File: config.mk
export PLATFORM = sky130hd
export DESIGN_NAME = count_display_driver
export DESIGN_NICKNAME = d
export VERILOG_FILES = /design/src/rtl/count_display_driver.sv
export SDC_FILE = /design/constraint.sdc
export NUM_CORES = 1
export LEC_CHECK = 0
export ABC_CLOCK_PERIOD_IN_PS = 2850
export BUFFER_PORTS_ARGS = -buffer_cell sky130_fd_sc_hd__buf_4
export CAP_MARGIN = 20
export CORE_MARGIN = 2
export CORE_UTILIZATION = 60
export CTS_CLUSTER_DIAMETER = 60
export DETAILED_ROUTE_END_ITERATION = 8
export MAX_ROUTING_LAYER = met4
export PLACE_DENSITY = 0.86
export RECOVER_POWER = 25
export SYNTH_ARGS = -nofsm -noshare
export SYNTH_HDL_FRONTEND = slang
export SYNTH_SLANG_ARGS = --single-unit
File: constraint.sdc
create_clock -name clk -period 2.85 [get_ports clk]
set_clock_uncertainty 0.2 [all_clocks]
set_input_delay 0.1425 -clock clk [delete_from_list [all_inputs] [get_ports clk]]
set_output_delay 0.1425 -clock clk [all_outputs]
set_load 0.01 [all_outputs]
File: src/rtl/count_display_driver.sv
// Binary-to-decimal driver for a 3-digit multiplexed 7-segment display: iterative double-dabble
// conversion behind a valid/ready handshake, plus a free-running prescaled digit scan.
// Optional feature macro: LEADING_ZERO_BLANK_EN (blanks leading zero hundreds/tens digits).
module count_display_driver #(
    parameter int SCAN_DIV = 1000
) (
    input  logic       clk,
    input  logic       rst,
    input  logic [7:0] value,
    input  logic       value_valid,
    output logic       value_ready,
    output logic       busy,
    output logic [6:0] seg,
    output logic [2:0] digit_sel
);

    localparam int SCAN_W = (SCAN_DIV > 1) ? $clog2(SCAN_DIV) : 1;
    localparam logic [SCAN_W-1:0] SCAN_LAST = SCAN_W'(SCAN_DIV - 1);

    typedef enum logic [1:0] {
        IDLE   = 2'd0,
        SHIFT  = 2'd1,
        COMMIT = 2'd2
    } state_t;

    state_t      state_reg;
    logic        value_ready_reg;
    logic        busy_reg;
    logic [7:0]  shift_reg;
    logic [11:0] bcd_reg;
    logic [2:0]  bit_cnt_reg;
    logic [3:0]  hundreds_reg;
    logic [3:0]  tens_reg;
    logic [3:0]  ones_reg;

    logic [SCAN_W-1:0] scan_cnt_reg;
    logic [2:0]        digit_sel_reg;

    // Add-3 correction for the ones and tens nibbles. The hundreds nibble of an
    // 8-bit input never reaches 5 before a shift, so it needs no correction.
    logic [7:0] bcd_adj;

    generate
        for (genvar gi = 0; gi < 2; gi++) begin : g_adj
            assign bcd_adj[gi*4 +: 4] = (bcd_reg[gi*4 +: 4] >= 4'd5)
                                      ? bcd_reg[gi*4 +: 4] + 4'd3
                                      : bcd_reg[gi*4 +: 4];
        end
    endgenerate

    always_ff @(posedge clk) begin
        if (rst) begin
            state_reg       <= IDLE;
            value_ready_reg <= 1'b1;
            busy_reg        <= 1'b0;
            shift_reg       <= '0;
            bcd_reg         <= '0;
            bit_cnt_reg     <= '0;
            hundreds_reg    <= '0;
            tens_reg        <= '0;
            ones_reg        <= '0;
        end else begin
            case (state_reg)
                IDLE: begin
                    if (value_valid) begin
                        shift_reg       <= value;
                        bcd_reg         <= '0;
                        bit_cnt_reg     <= 3'd7;
                        state_reg       <= SHIFT;
                        value_ready_reg <= 1'b0;
                        busy_reg        <= 1'b1;
                    end
                end
                SHIFT: begin
                    // {bcd, shift} <<= 1 after nibble correction
                    bcd_reg   <= {bcd_reg[10:8], bcd_adj, shift_reg[7]};
                    shift_reg <= {shift_reg[6:0], 1'b0};
                    if (bit_cnt_reg == 3'd0) begin
                        state_reg <= COMMIT;
                    end else begin
                        bit_cnt_reg <= bit_cnt_reg - 3'd1;
                    end
                end
                COMMIT: begin
                    hundreds_reg    <= bcd_reg[11:8];
                    tens_reg        <= bcd_reg[7:4];
                    ones_reg        <= bcd_reg[3:0];
                    state_reg       <= IDLE;
                    value_ready_reg <= 1'b1;
                    busy_reg        <= 1'b0;
                end
                default: begin
                    state_reg       <= IDLE;
                    value_ready_reg <= 1'b1;
                    busy_reg        <= 1'b0;
                end
            endcase
        end
    end

    // Scan runs regardless of conversion activity; old digits stay visible until COMMIT.
    always_ff @(posedge clk) begin
        if (rst) begin
            scan_cnt_reg  <= '0;
            digit_sel_reg <= 3'b001;
        end else if (scan_cnt_reg == SCAN_LAST) begin
            scan_cnt_reg  <= '0;
            digit_sel_reg <= {digit_sel_reg[1:0], digit_sel_reg[2]};
        end else begin
            scan_cnt_reg <= scan_cnt_reg + 1'b1;
        end
    end

    function automatic logic [6:0] decode_digit(input logic [3:0] d);
        logic [6:0] s;
        case (d)
            4'd0:    s = 7'h3F;
            4'd1:    s = 7'h06;
            4'd2:    s = 7'h5B;
            4'd3:    s = 7'h4F;
            4'd4:    s = 7'h66;
            4'd5:    s = 7'h6D;
            4'd6:    s = 7'h7D;
            4'd7:    s = 7'h07;
            4'd8:    s = 7'h7F;
            4'd9:    s = 7'h6F;
            default: s = 7'h00;
        endcase
        return s;
    endfunction

    logic [3:0] sel_digit;
    logic       blank;

    always_comb begin
        sel_digit = 4'hF;
        case (digit_sel_reg)
            3'b001:  sel_digit = ones_reg;
            3'b010:  sel_digit = tens_reg;
            3'b100:  sel_digit = hundreds_reg;
            default: sel_digit = 4'hF;
        endcase
    end

`ifdef LEADING_ZERO_BLANK_EN
    always_comb begin
        blank = (digit_sel_reg[2] && (hundreds_reg == 4'd0))
             || (digit_sel_reg[1] && (hundreds_reg == 4'd0) && (tens_reg == 4'd0));
    end
`else
    always_comb begin
        blank = 1'b0;
    end
`endif

    assign seg         = blank ? 7'h00 : decode_digit(sel_digit);
    assign digit_sel   = digit_sel_reg;
    assign value_ready = value_ready_reg;
    assign busy        = busy_reg;

endmodule

== After elaboration in Yosys (flattened, before gate mapping) ==
Memory sizes are Yosys's and may differ from the RTL's.
Cells that the tools add are included.
Widths: inputs -> output; s select.

* Reductions and logical operators: 8
* Bitwise logic cells: 1
* Muxes and demuxes: 17
* $add $sub $neg: 4
* Magnitude comparators: 2
* Equality and inequality tests: 9

{| class="wikitable"
|+ Operators by type and width
! cell !! count
|-
| $pmux 12 s2 || 1
|-
| $pmux 8 s2 || 1
|-
| $mux 12 || 1
|-
| $pmux 4 s3 || 1
|-
| $add 10x1->10 const B || 1
|-
| $eq 10x10->1 const B || 1
|-
| $add 4x2->4 const B || 2
|-
| $ge 4x3->1 const B || 2
|-
| $mux 4 || 2
|-
| $mux 8 || 1
|-
| $mux 3 || 2
|-
| $ne 2x2->1 const B || 3
|-
| $pmux 3 s2 || 1
|-
| $reduce_and 2->1 || 3
|-
| $mux 2 || 2
|-
| $pmux 1 s2 || 2
|-
| $pmux 2 s2 || 1
|-
| $eq 3x1->1 const B || 1
|-
| $eq 3x2->1 const B || 1
|-
| $eq 3x3->1 const B || 1
|-
| $logic_not 3->1 || 1
|-
| $reduce_and 3->1 || 1
|-
| $sub 3x1->3 const B || 1
|-
| $eq 2x1->1 const B || 1
|-
| 6 further kinds || 7
|}

* Memories: 1
* Flip-flop bits (word level): 52
* ROM bits: 112
* Output and inout port bits: 12
* Logic and storage cells: 53
* Input port bits: 11

{| class="wikitable"
|+ Memories
! name !! words !! bits a word !! rd ports !! clocked after memory_dff !! wr ports !! line !! RTL
|-
| (name not given) || 16 || 7 || 1 || 0 || 0 || 116 || <nowiki>case (d)</nowiki>
|}

== Logic depth before layout (Yosys ltp) ==
Gate-level depths: netlist (run 1).

* Word-level depth: 3
* Mapped depth: 9
* Mapped depth without buffers: 8

== Least setup slack after synthesis (run 1) ==
No wires, ideal clock.

* Path type: flip-flop to output port
* Start: reg digit_sel_reg[0] (netlist: digit_sel[0])
* End: out seg[1]
* Stages on the path, launching flop included: 9
* Required time: 2508 ps
* Arrival: 1859 ps
* Buffers on the path: 1
* Path slack: 649 ps
* Cell sequence: dfxtp_1 -> buf_6 -> or3b_4 -> o22ai_2 -> inv_1 -> ha_1 -> inv_1 -> nand2_1 -> a21oi_1

* Word-level cells in the longest chain between the ends: 3
* Elaborated cells between the ends (all ways): 5
* Classes of those cells: eq/ne (3); mux (1); memory (1)

{| class="wikitable"
|+ RTL lines
! item !! line !! RTL
|-
| start, declared || 37 || <nowiki>logic [2:0] digit_sel_reg;</nowiki>
|-
| start signal, assigned || 108 || <nowiki>digit_sel_reg <= {digit_sel_reg[1:0], digit_sel_reg[2]};</nowiki>
|-
| $eq 3x3->1, or another cell as far along || 137 || <nowiki>case (digit_sel_reg)</nowiki>
|-
| $pmux 4 s3 (*) || 137 ||
|-
| $mem_v2 16x7 (*) || - ||
|-
| end, declared || 13 || <nowiki>output logic [6:0] seg,</nowiki>
|}

Mark *: on every way between the ends. The rest lies on a longest branch, timed or not.

== Worst setup path after layout (run 1) ==
* Start: reg digit_sel_reg[2] (netlist: digit_sel[2])
* End: out seg[1]

The elaborated chain is that of the path after synthesis.

==> results of run 1 <==
-- layer usage --
layer,track usage (%),share of wire [%],up-vias
li1,-,-,1080
met1,25.3,48,962
met2,34.0,47,37
met3,4.36,3.8,7
met4,6.75,1.3,0
met5,-,0,-
-- cells in the final DEF, fill, tap and decap left out, drive strengths merged, types with 2 or more instances in the layout --
cell,Yosys,layout
dfxtp,52,52
nand2,48,48
nor2,34,34
a21oi,22,22
buf,6,21
ha,13,13
inv,11,11
o21ai,10,10
a311oi,9,9
nand3,8,8
nand2b,7,7
xnor2,7,7
dlygate4sd3,0,7
clkbuf,13,7
nor2b,6,6
a22oi,6,6
nor3,5,5
a211oi,4,4
o211ai,4,4
o22ai,4,4
or4b,4,4
mux2i,3,3
a21o,3,3
nor3b,3,3
a2bb2oi,2,2
a32oi,2,2
a211o,2,2
and3,2,2
xor2,2,2
-- area by class of cell --
| type | count | area (um2) |
|---|---|---|
| Timing Repair Buffer | 30 | 235 |
| Fill cell | 328 | 1200 |
| Clock inverter | 3 | 42.5 |
| Inverter | 11 | 41.3 |
| Clock buffer | 5 | 68.8 |
| Multi-Input combinational cell | 220 | 1370 |
| Sequential cell | 52 | 1040 |
| Tap cell | 50 | 62.6 |
-- cell families after synthesis --
group / count (synthesis) / share of synthesized area [%]
AO/OA/AOI/OAI: 72 / 19.8
buffers and inverters: 30 / 5.59
AND/OR/NAND/NOR: 123 / 23.2
multiplexers: 3 / 1.18
XOR/XNOR: 9 / 3.09
adder cells (fa/ha/maj): 13 / 6.37
flip-flops: 52 / 40.8
-- worst max-delay path, cell delays in order (launching register included) --
cell	delay [ns]
dfxtp_1	0.41
or3b_4	0.48
o22ai_2	0.28
inv_1	0.11
ha_1	0.31
inv_1	0.07
nand2_1	0.05
a21oi_1	0.15
buf_4	0.13
-- timing repair --
item	4_1_cts	5_1_grt
hold buffers	7	0
resized for setup	0	1
endpoints found under the setup margin	0	1
endpoints found under the hold margin	7	0
-- stage by stage --
| step | cell area [um2] | std cells |
|---|---|---|
| floorplan | 2550 | 302 |
| global placement | 2690 | 356 |
| detailed placement | 2690 | 356 |
| CTS | 2870 | 371 |
| global route | 2860 | 371 |
| finish | 2860 | 371 |
-- power groups by stage --
stage / registers, uW / logic (uW) / clock network, uW
2_1_floorplan: 787 / 103 / 0
6_report: 776 / 139 / 501
3_5_place_dp: 792 / 136 / 0
5_1_grt: 780 / 158 / 544
4_1_cts: 776 / 144 / 515
3_3_place_gp: 792 / 131 / 0
-- cells in the mapped netlist, drive strengths merged --
cell	n
or2	1
nand4	1
o22a	1
or3b	1
or4b	4
a211o	2
a211oi	4
mux2i	3
dfxtp	52
nor2b	6
ha	13
o21a	1
and4	1
a31oi	1
o22ai	4
a21oi	22
xor2	2
nand2b	7
and3	2
a311oi	9
nor3	5
nor3b	3
and2	1
nor2	34
a32oi	2
inv	11
buf	6
o21ai	10
a21o	3
nand3	8
and3b	1
clkbuf	13
a22oi	6
nand2	48
a2bb2oi	2
o211a	1
xnor2	7
o211ai	4
-- how the worst max path moves through the flow --
stage,endpoint,cells past startpoint
4_1_cts,seg[1],8
5_1_grt,seg[1],8
3_3_place_gp,seg[1],8
3_5_place_dp,seg[1],8
6_report,seg[1],8
2_1_floorplan,seg[1],8
==> results.py, run 1 <==
metrics = {
    "outcome": {
        "run_status": "complete, no violations",
    },
    "synth": {
        "synth_area_per_cell_um2": 8.45,
        "netlist_area_um2": 2550,
        "ys_seq_area_share_pct": 40.8,
        "ys_warn_count": 0,
        "synth_top_area_share_pct": 40.8,
        "ys_ff_latch": 52,
        "synth_cells": 302,
        "yosysUniqueCellTypes": 48,
        "synth_top_area_cell": "dfxtp_1",
        "synth_area_leaders": "dfxtp_1 (41%), nand2_1 (6.9%), ha_1 (6.4%), nor2_1 (4.7%), a21oi_1 (4.3%)",
        "syn_nets": 326,
    },
    "routing": {
        "wl_per_cell_um": 12.4,
        "drc": 0,
        "firstDrtPassIters": 4,
        "dr_total_vias": 2086,
        "drt_wl_total_um": 4590,
        "drtIter0Drc": 75,
        "postRouteAntennaNets": 0,
        "avgViaCountPerCell": 5.62,
    },
    "power_and_ir_drop": {
        "seq_power_share_pct": 54.8,
        "power_density_nw_per_um2": 495,
        "switchingPower_uw": 342,
        "peakVddDrop_uv": 333,
        "power.internal_uw": 1070,
        "sw_frac_of_total_pct": 24.2,
        "clockPowerShare_pct": 35.4,
        "p_comb_share_pct": 9.8,
        "p_total_uw": 1420,
        "p_leak_uw": 0.00108,
    },
    "setup_path": {
        "regToRegSetupSlack_ns": 1.03,
        "cp.required_ns": 2.51,
        "critPathArrivalTime_ns": 2.31,
        "crit_path_max_fanout": 11,
        "crit_type": "flop to output pin",
        "worstRegToRegCells": 7,
        "crit_path_start_kind": "flop",
        "r2r_end": "bit_cnt_reg[1]",
        "reg2reg_from": "bit_cnt_reg[0]",
        "worstSetupEndpointType": "output pin",
        "crit_start": "digit_sel[2]",
    },
    "placement": {
        "post-dp-hpwl_um": 3190,
        "post-place-ws_ns": 0.451,
        "portBuffers": 22,
        "gp_congestion": 0.895,
    },
    "sta": {
        "grt_setup_unrepaired": "no",
        "relSlewSlack_pct": 47.4,
        "fmax_mhz": 378,
        "slew_violations": 0,
        "finalSetupViolations": 0,
        "fin_tns_setup_ns": 0,
        "period_needed_ns": 2.65,
        "finalWorstSetupSlack_ns": 0.201,
        "whs_ns": 0.0341,
        "tightestPinTransition_ns": 0.787,
        "post-route-period-util_pct": 92.9,
        "finalHoldViolations": 0,
    },
    "hold_path": {
        "hold_depth": 3,
        "hold_path_startpoint": "value_valid",
        "hold_class": "primary input to flop",
        "min_to": "busy",
    },
    "clock_network": {
        "numClockSinks": 52,
        "cts.htree.levels": 2,
        "clk_latency_ns": 0.30,
        "root_buffer": "clkbuf_8",
        "cts_setup_buffers": 0,
        "cts_made_buffers": 5,
        "clk_pin_slew_ns": 0.09,
        "tritoncts": "built",
        "cts_buffer_depth": 2,
    },
    "floorplanning": {
        "die-area_um2": 4790,
        "rows": 23,
        "die_w_um": 69.2,
        "die_y_um": 69.2,
        "initial_core_util_pct": 62.9,
        "ioPinCount": 23,
        "core_um2": 4060,
    },
    "final_layout": {
        "largest_reg_flops": 12,
        "diodes": 0,
        "syn2layout_area_growth_pct": 12.1,
        "finalNetCount": 344,
        "drive_above_1_share_pct": 13.1,
        "utilization_pct": 70.5,
    },
    "grt": {
        "grt_max_degree": 53,
        "grt_antenna_before_repair": 0,
        "grtUsageTotal_pct": 20.6,
        "grt_pass1_wl_um": 8090,
        "grt_pass1_vias": 1881,
        "grt.overflow.total": 0,
    },
    "flow_run": {
        "cap_violations": 0,
    },
}
Note: power is estimated with default switching activity, not from simulation.
==> inputs of run 2 (changes only) <==
--- a/config.mk
+++ b/config.mk
@@ -15,6 +15,7 @@
 export MAX_ROUTING_LAYER = met4
 export PLACE_DENSITY = 0.86
 export RECOVER_POWER = 25
+export REMOVE_ABC_BUFFERS = 1
 export SYNTH_ARGS = -nofsm -noshare
 export SYNTH_HDL_FRONTEND = slang
 export SYNTH_SLANG_ARGS = --single-unit
==> results.py, run 2 (synthesis gave the netlist of run 1 again) <==
metrics = {
    "placement": {
        "post-place-ws_ns": 0.449,
        "post-dp-hpwl_um": 3210,
        "gp_congestion": 0.808,
        "place_inst": 356,
        "portBuffers": 22,
    },
    "clock_network": {
        "tritoncts": "built",
        "clk_pin_slew_ns": 0.09,
        "cts.htree.levels": 2,
        "root_buffer": "clkbuf_8",
        "clk_latency_ns": 0.30,
        "cts_made_buffers": 5,
        "cts_buffer_depth": 2,
        "numClockSinks": 52,
    },
    "final_layout": {
        "fin_cells": 370,
        "syn2layout_area_growth_pct": 10.5,
        "drive_above_1_share_pct": 11.9,
        "diodes": 0,
        "mostFrequentLayoutCell": "dfxtp_1",
        "largest_reg_flops": 12,
        "finalNetCount": 344,
        "nFillCells": 331,
        "layout_common_cells": "dfxtp_1 (51), nand2_1 (47), nor2_1 (32)",
    },
    "hold_path": {
        "hold_path_startpoint": "value_valid",
        "hold_depth": 3,
        "min_to": "busy",
        "hold_class": "primary input to flop",
    },
    "sta": {
        "post-route-period-util_pct": 92.2,
        "finalHoldViolations": 0,
        "finalSetupViolations": 0,
        "relSlewSlack_pct": 46.7,
        "finalWorstSetupSlack_ns": 0.221,
        "fin_tns_setup_ns": 0,
        "fmax_mhz": 380,
        "grt_setup_unrepaired": "no",
        "tightestPinTransition_ns": 0.797,
        "period_needed_ns": 2.63,
        "slew_violations": 0,
    },
    "setup_path": {
        "cpPeakStageDelay_ns": 0.47,
        "crit_path_max_fanout": 11,
        "regToRegSetupSlack_ns": 0.99,
        "worstRegToRegCells": 5,
        "path_cells": "or3b_4 -> o22ai_2 -> inv_1 -> ha_1 -> inv_1 -> nand2_1 -> a21oi_1 -> buf_4",
        "slowest_stage": "or3b_4",
        "worstSetupEndpointType": "output pin",
        "cp.required_ns": 2.51,
        "crit_type": "flop to output pin",
        "path_common_cell": "inv_1",
        "crit_path_start_kind": "flop",
        "critPathArrivalTime_ns": 2.29,
        "reg2reg_from": "scan_cnt_reg[6]",
        "r2r_end": "digit_sel[0]",
    },
    "floorplanning": {
        "initial_core_util_pct": 62.9,
        "rows": 23,
        "die_y_um": 69.2,
        "die-area_um2": 4790,
        "core_um2": 4060,
        "die_w_um": 69.2,
        "ioPinCount": 23,
    },
    "routing": {
        "wl_per_cell_um": 12.8,
        "firstDrtPassIters": 4,
        "drt_wl_total_um": 4750,
        "postRouteAntennaNets": 0,
        "dr_total_vias": 2092,
        "drtIter0Drc": 103,
        "avgViaCountPerCell": 5.65,
        "drc": 0,
    },
    "power_and_ir_drop": {
        "p_comb_share_pct": 10.7,
        "p_leak_uw": 0.00106,
        "seq_power_share_pct": 59.6,
        "switchingPower_uw": 322,
        "power.internal_uw": 981,
        "peakVddDrop_uv": 426,
        "sw_frac_of_total_pct": 24.7,
        "clockPowerShare_pct": 29.7,
        "power_density_nw_per_um2": 462,
    },
    "flow_run": {
        "cap_violations": 0,
    },
    "grt": {
        "grtUsageTotal_pct": 21.9,
        "grt_pass1_vias": 2015,
        "grt_max_degree": 53,
        "grt_antenna_before_repair": 0,
        "grt.overflow.total": 0,
        "grt_pass1_wl_um": 8640,
    },
    "outcome": {
        "run_status": "complete, no violations",
    },
}
[run 2: cell count changes in the layout (fill, tap and decap cells not counted)]
cell | before | now
bufinv_16 | 1 | 0
clkbuf_1 | 2 | 5
or2_0 | 0 | 1
or2_1 | 1 | 0
clkinvlp_4 | 1 | 0
buf_4 | 21 | 19
[run 2: cell type report]
type / count / area [um2] / area share (%)
multi-input cells: 220 / 1370 / 48.5
repair buffers: 30 / 228 / 8.07
clock buffers: 6 / 72.6 / 2.57
well taps: 50 / 62.6 / 2.22
inverters: 11 / 41.3 / 1.46
flip-flops and latches: 52 / 1040 / 37.0
clock inverters: 1 / 5.00 / 0.177
[run 2: what timing repair did]
item                       in CTS  in global routing
setup endpoints to repair       0                  1
hold endpoints to repair        7                  0
setup buffers                   0                  0
resized for setup               0                  1
hold buffers                    7                  0
[run 2: worst max path at each step]
| stage | start | end | slack, ns | depth (start not counted) |
|---|---|---|---|---|
| 6_report | digit_sel[2] | seg[1] | 0.22 | 8 |
| 3_3_place_gp | digit_sel[0] | seg[1] | 0.53 | 8 |
| 3_5_place_dp | digit_sel[0] | seg[1] | 0.45 | 8 |
| 4_1_cts | digit_sel[0] | seg[1] | 0.12 | 8 |
| 5_1_grt | digit_sel[2] | seg[1] | 0.05 | 8 |
| 2_1_floorplan | digit_sel[0] | seg[1] | 0.61 | 7 |
[run 2: worst max-delay path, delay by kind of cell, from the launching register on]
kind | cells | cell delay (ns)
compound gates | 2 | 0.43
fa+ha+maj | 1 | 0.31
buf+inv | 3 | 0.31
flops | 1 | 0.41
simple gates | 2 | 0.52
[run 2: power groups by stage]
stage / combinational, uW / clock [uW] / sequential [uW]
floorplan: 84.8 / 0 / 790
CTS: 143 / 401 / 777
finish: 140 / 387 / 777
global route: 160 / 429 / 781
global placement: 130 / 0 / 792
detailed placement: 135 / 0 / 793
[run 2: stage by stage]
stage / power, uW / instance area (um2) / hold slack [ns] / util, %
2_1_floorplan: 875 / 2450 / 0.0116 / -
4_1_cts: 1320 / 2830 / 0.0201 / 69.8
6_report: 1300 / 2820 / 0.0200 / 69.5
5_1_grt: 1370 / 2820 / 0.0298 / 69.5
3_3_place_gp: 922 / 2690 / 0.225 / 66.2
3_5_place_dp: 928 / 2690 / 0.233 / 66.2
[run 2: per-layer routing]
layer  share of wire [%]  up-vias  track usage (%)  routed length (um)
met3                 3.1        7             4.22                 145
met4                 1.2        0             8.06                  57
met1                  48      973             27.2                2270
li1                    -     1079                -                   -
met5                   0        -                -                   0
met2                  48       33             35.6                2280
==> inputs of run 3 (changes only) <==
--- a/config.mk
+++ b/config.mk
@@ -9,11 +9,11 @@
 export BUFFER_PORTS_ARGS = -buffer_cell sky130_fd_sc_hd__buf_4
 export CAP_MARGIN = 20
 export CORE_MARGIN = 2
-export CORE_UTILIZATION = 60
+export CORE_UTILIZATION = 55
 export CTS_CLUSTER_DIAMETER = 60
 export DETAILED_ROUTE_END_ITERATION = 8
 export MAX_ROUTING_LAYER = met4
-export PLACE_DENSITY = 0.86
+export PLACE_DENSITY = 0.81
 export RECOVER_POWER = 25
 export REMOVE_ABC_BUFFERS = 1
 export SYNTH_ARGS = -nofsm -noshare
==> results.py, run 3 (synthesis gave the netlist of run 1 again) <==
metrics = {
    "floorplanning": {
        "die-area_um2": 5200,
        "initial_core_util_pct": 57.8,
        "rows": 24,
        "ioPinCount": 23,
        "core_um2": 4410,
        "die_w_um": 72.1,
        "die_y_um": 72.1,
    },
    "final_layout": {
        "drive_above_1_share_pct": 11.5,
        "seq_area_um2": 1040,
        "multi_input_area_um2": 1370,
        "syn2layout_area_growth_pct": 11.0,
        "finalInstanceArea_um2": 2830,
        "mostFrequentLayoutCell": "dfxtp_1",
        "finalNetCount": 344,
        "nFillCells": 374,
        "fin_cells": 373,
        "layout_common_cells": "dfxtp_1 (51), nand2_1 (47), nor2_1 (33)",
        "diodes": 0,
        "largest_reg_flops": 12,
    },
    "power_and_ir_drop": {
        "power_density_nw_per_um2": 470,
        "p_leak_uw": 0.00106,
        "peakVddDrop_uv": 467,
        "p_total_uw": 1330,
    },
    "setup_path": {
        "worstSetupEndpointType": "output pin",
        "crit_path_start_kind": "flop",
        "worstRegToRegCells": 5,
        "reg2reg_from": "scan_cnt_reg[6]",
        "cp.required_ns": 2.51,
        "regToRegSetupSlack_ns": 0.76,
        "path_cells": "or3b_4 -> o22ai_2 -> inv_1 -> ha_1 -> inv_1 -> nand2_1 -> a21oi_1 -> buf_4",
        "critPathArrivalTime_ns": 2.30,
        "crit_type": "flop to output pin",
        "slowest_stage": "or3b_4",
        "crit_path_max_fanout": 11,
        "path_common_cell": "inv_1",
        "r2r_end": "digit_sel[0]",
        "cpPeakStageDelay_ns": 0.48,
    },
    "hold_path": {
        "min_to": "busy",
        "hold_class": "primary input to flop",
        "hold_depth": 3,
        "hold_path_startpoint": "value_valid",
    },
    "clock_network": {
        "cts_buffer_depth": 2,
        "clk_latency_ns": 0.30,
        "cts_made_buffers": 5,
        "numClockSinks": 52,
        "cts_setup_buffers": 0,
        "clk_pin_slew_ns": 0.08,
        "root_buffer": "clkbuf_8",
        "tritoncts": "built",
        "cts.htree.levels": 2,
    },
    "placement": {
        "post-dp-hpwl_um": 3180,
        "portBuffers": 22,
        "gp_congestion": 0.807,
        "dpl_cell_area_um2": 2690,
        "place_inst": 358,
    },
    "grt": {
        "grtUsageTotal_pct": 20.4,
        "grt_antenna_before_repair": 0,
        "grt_pass1_vias": 1881,
        "grt.overflow.total": 0,
        "grt_pass1_wl_um": 8400,
        "grt_max_degree": 53,
    },
    "outcome": {
        "run_status": "complete, no violations",
    },
    "sta": {
        "slew_violations": 0,
        "grt_setup_unrepaired": "no",
        "finalSetupViolations": 0,
        "period_needed_ns": 2.64,
        "finalHoldViolations": 0,
        "post-route-period-util_pct": 92.8,
        "relSlewSlack_pct": 47.3,
        "tightestPinTransition_ns": 0.788,
        "fin_tns_setup_ns": 0,
        "fmax_mhz": 378,
    },
    "routing": {
        "wl_per_cell_um": 12.6,
        "firstDrtPassIters": 4,
        "drc": 0,
        "drtIter0Drc": 82,
        "drt_wl_total_um": 4700,
        "avgViaCountPerCell": 5.54,
        "dr_total_vias": 2065,
        "postRouteAntennaNets": 0,
    },
    "flow_run": {
        "cap_violations": 0,
    },
}
==> run 3: cell types whose count changed in the layout (fill, tap and decap cells not counted) <==
cell,previous run,this run
and2_0,0,1
and2_1,1,0
clkbuf_1,5,6
clkbuf_8,5,6
clkinv_2,1,0
nor2_1,32,33
nor2_2,2,1
==> run 3: worst max path at each step <==
stage                       startpoint  slack (ns)  cells past startpoint  endpoint
final                     digit_sel[2]        0.21                      8    seg[1]
after detailed placement  digit_sel[0]        0.44                      8    seg[1]
after floorplan           digit_sel[0]        0.61                      7    seg[1]
after global routing      digit_sel[2]        0.03                      8    seg[1]
after global placement    digit_sel[0]        0.54                      8    seg[1]
after CTS                 digit_sel[0]        0.11                      8    seg[1]
==> run 3: worst max-delay path: cells and delay by family, from the launching register on <==
| family | cells | cell delay [ns] |
|---|---|---|
| DFF | 1 | 0.42 |
| adders and majority gates | 1 | 0.31 |
| buffers and inverters | 3 | 0.31 |
| AOI/OAI and AO/OA | 2 | 0.44 |
| and+or+nand+nor | 2 | 0.53 |
==> run 3: layout make-up <==
cell class                      instances  area share (%)
Clock buffer                            8            3.18
Inverter                               11            1.46
Multi-Input combinational cell        220            48.2
Sequential cell                        52            36.8
Tap cell                               52            2.30
Timing Repair Buffer                   30            8.04
==> run 3: timing repair <==
action | CTS | global route
endpoints found under the setup margin | 0 | 3
gates resized for setup | 0 | 1
endpoints found under the hold margin | 7 | 0
hold buffers | 7 | 0
==> run 3: through the flow <==
step	utilization (%)	worst slack [ns]	hold WS, ns
floorplan	-	0.605	0.0116
global placement	60.9	0.537	0.228
detailed placement	60.9	0.442	0.231
CTS	64.5	0.112	0.0223
global route	64.2	0.0293	0.0520
finish	64.2	0.205	0.0261
==> run 3: layer usage <==
layer  wire (um)  track usage [%]  up-vias
met1        2290             25.7      950
li1            -                -     1084
met5           0                -        -
met4          27             4.40        0
met3         146             4.72        4
met2        2240             33.4       27
==> run 3: power breakdown <==
part           switching, uW  internal [uW]
logic                   81.6           58.3
clock network            218            198
registers               20.2            756
total                    320           1010
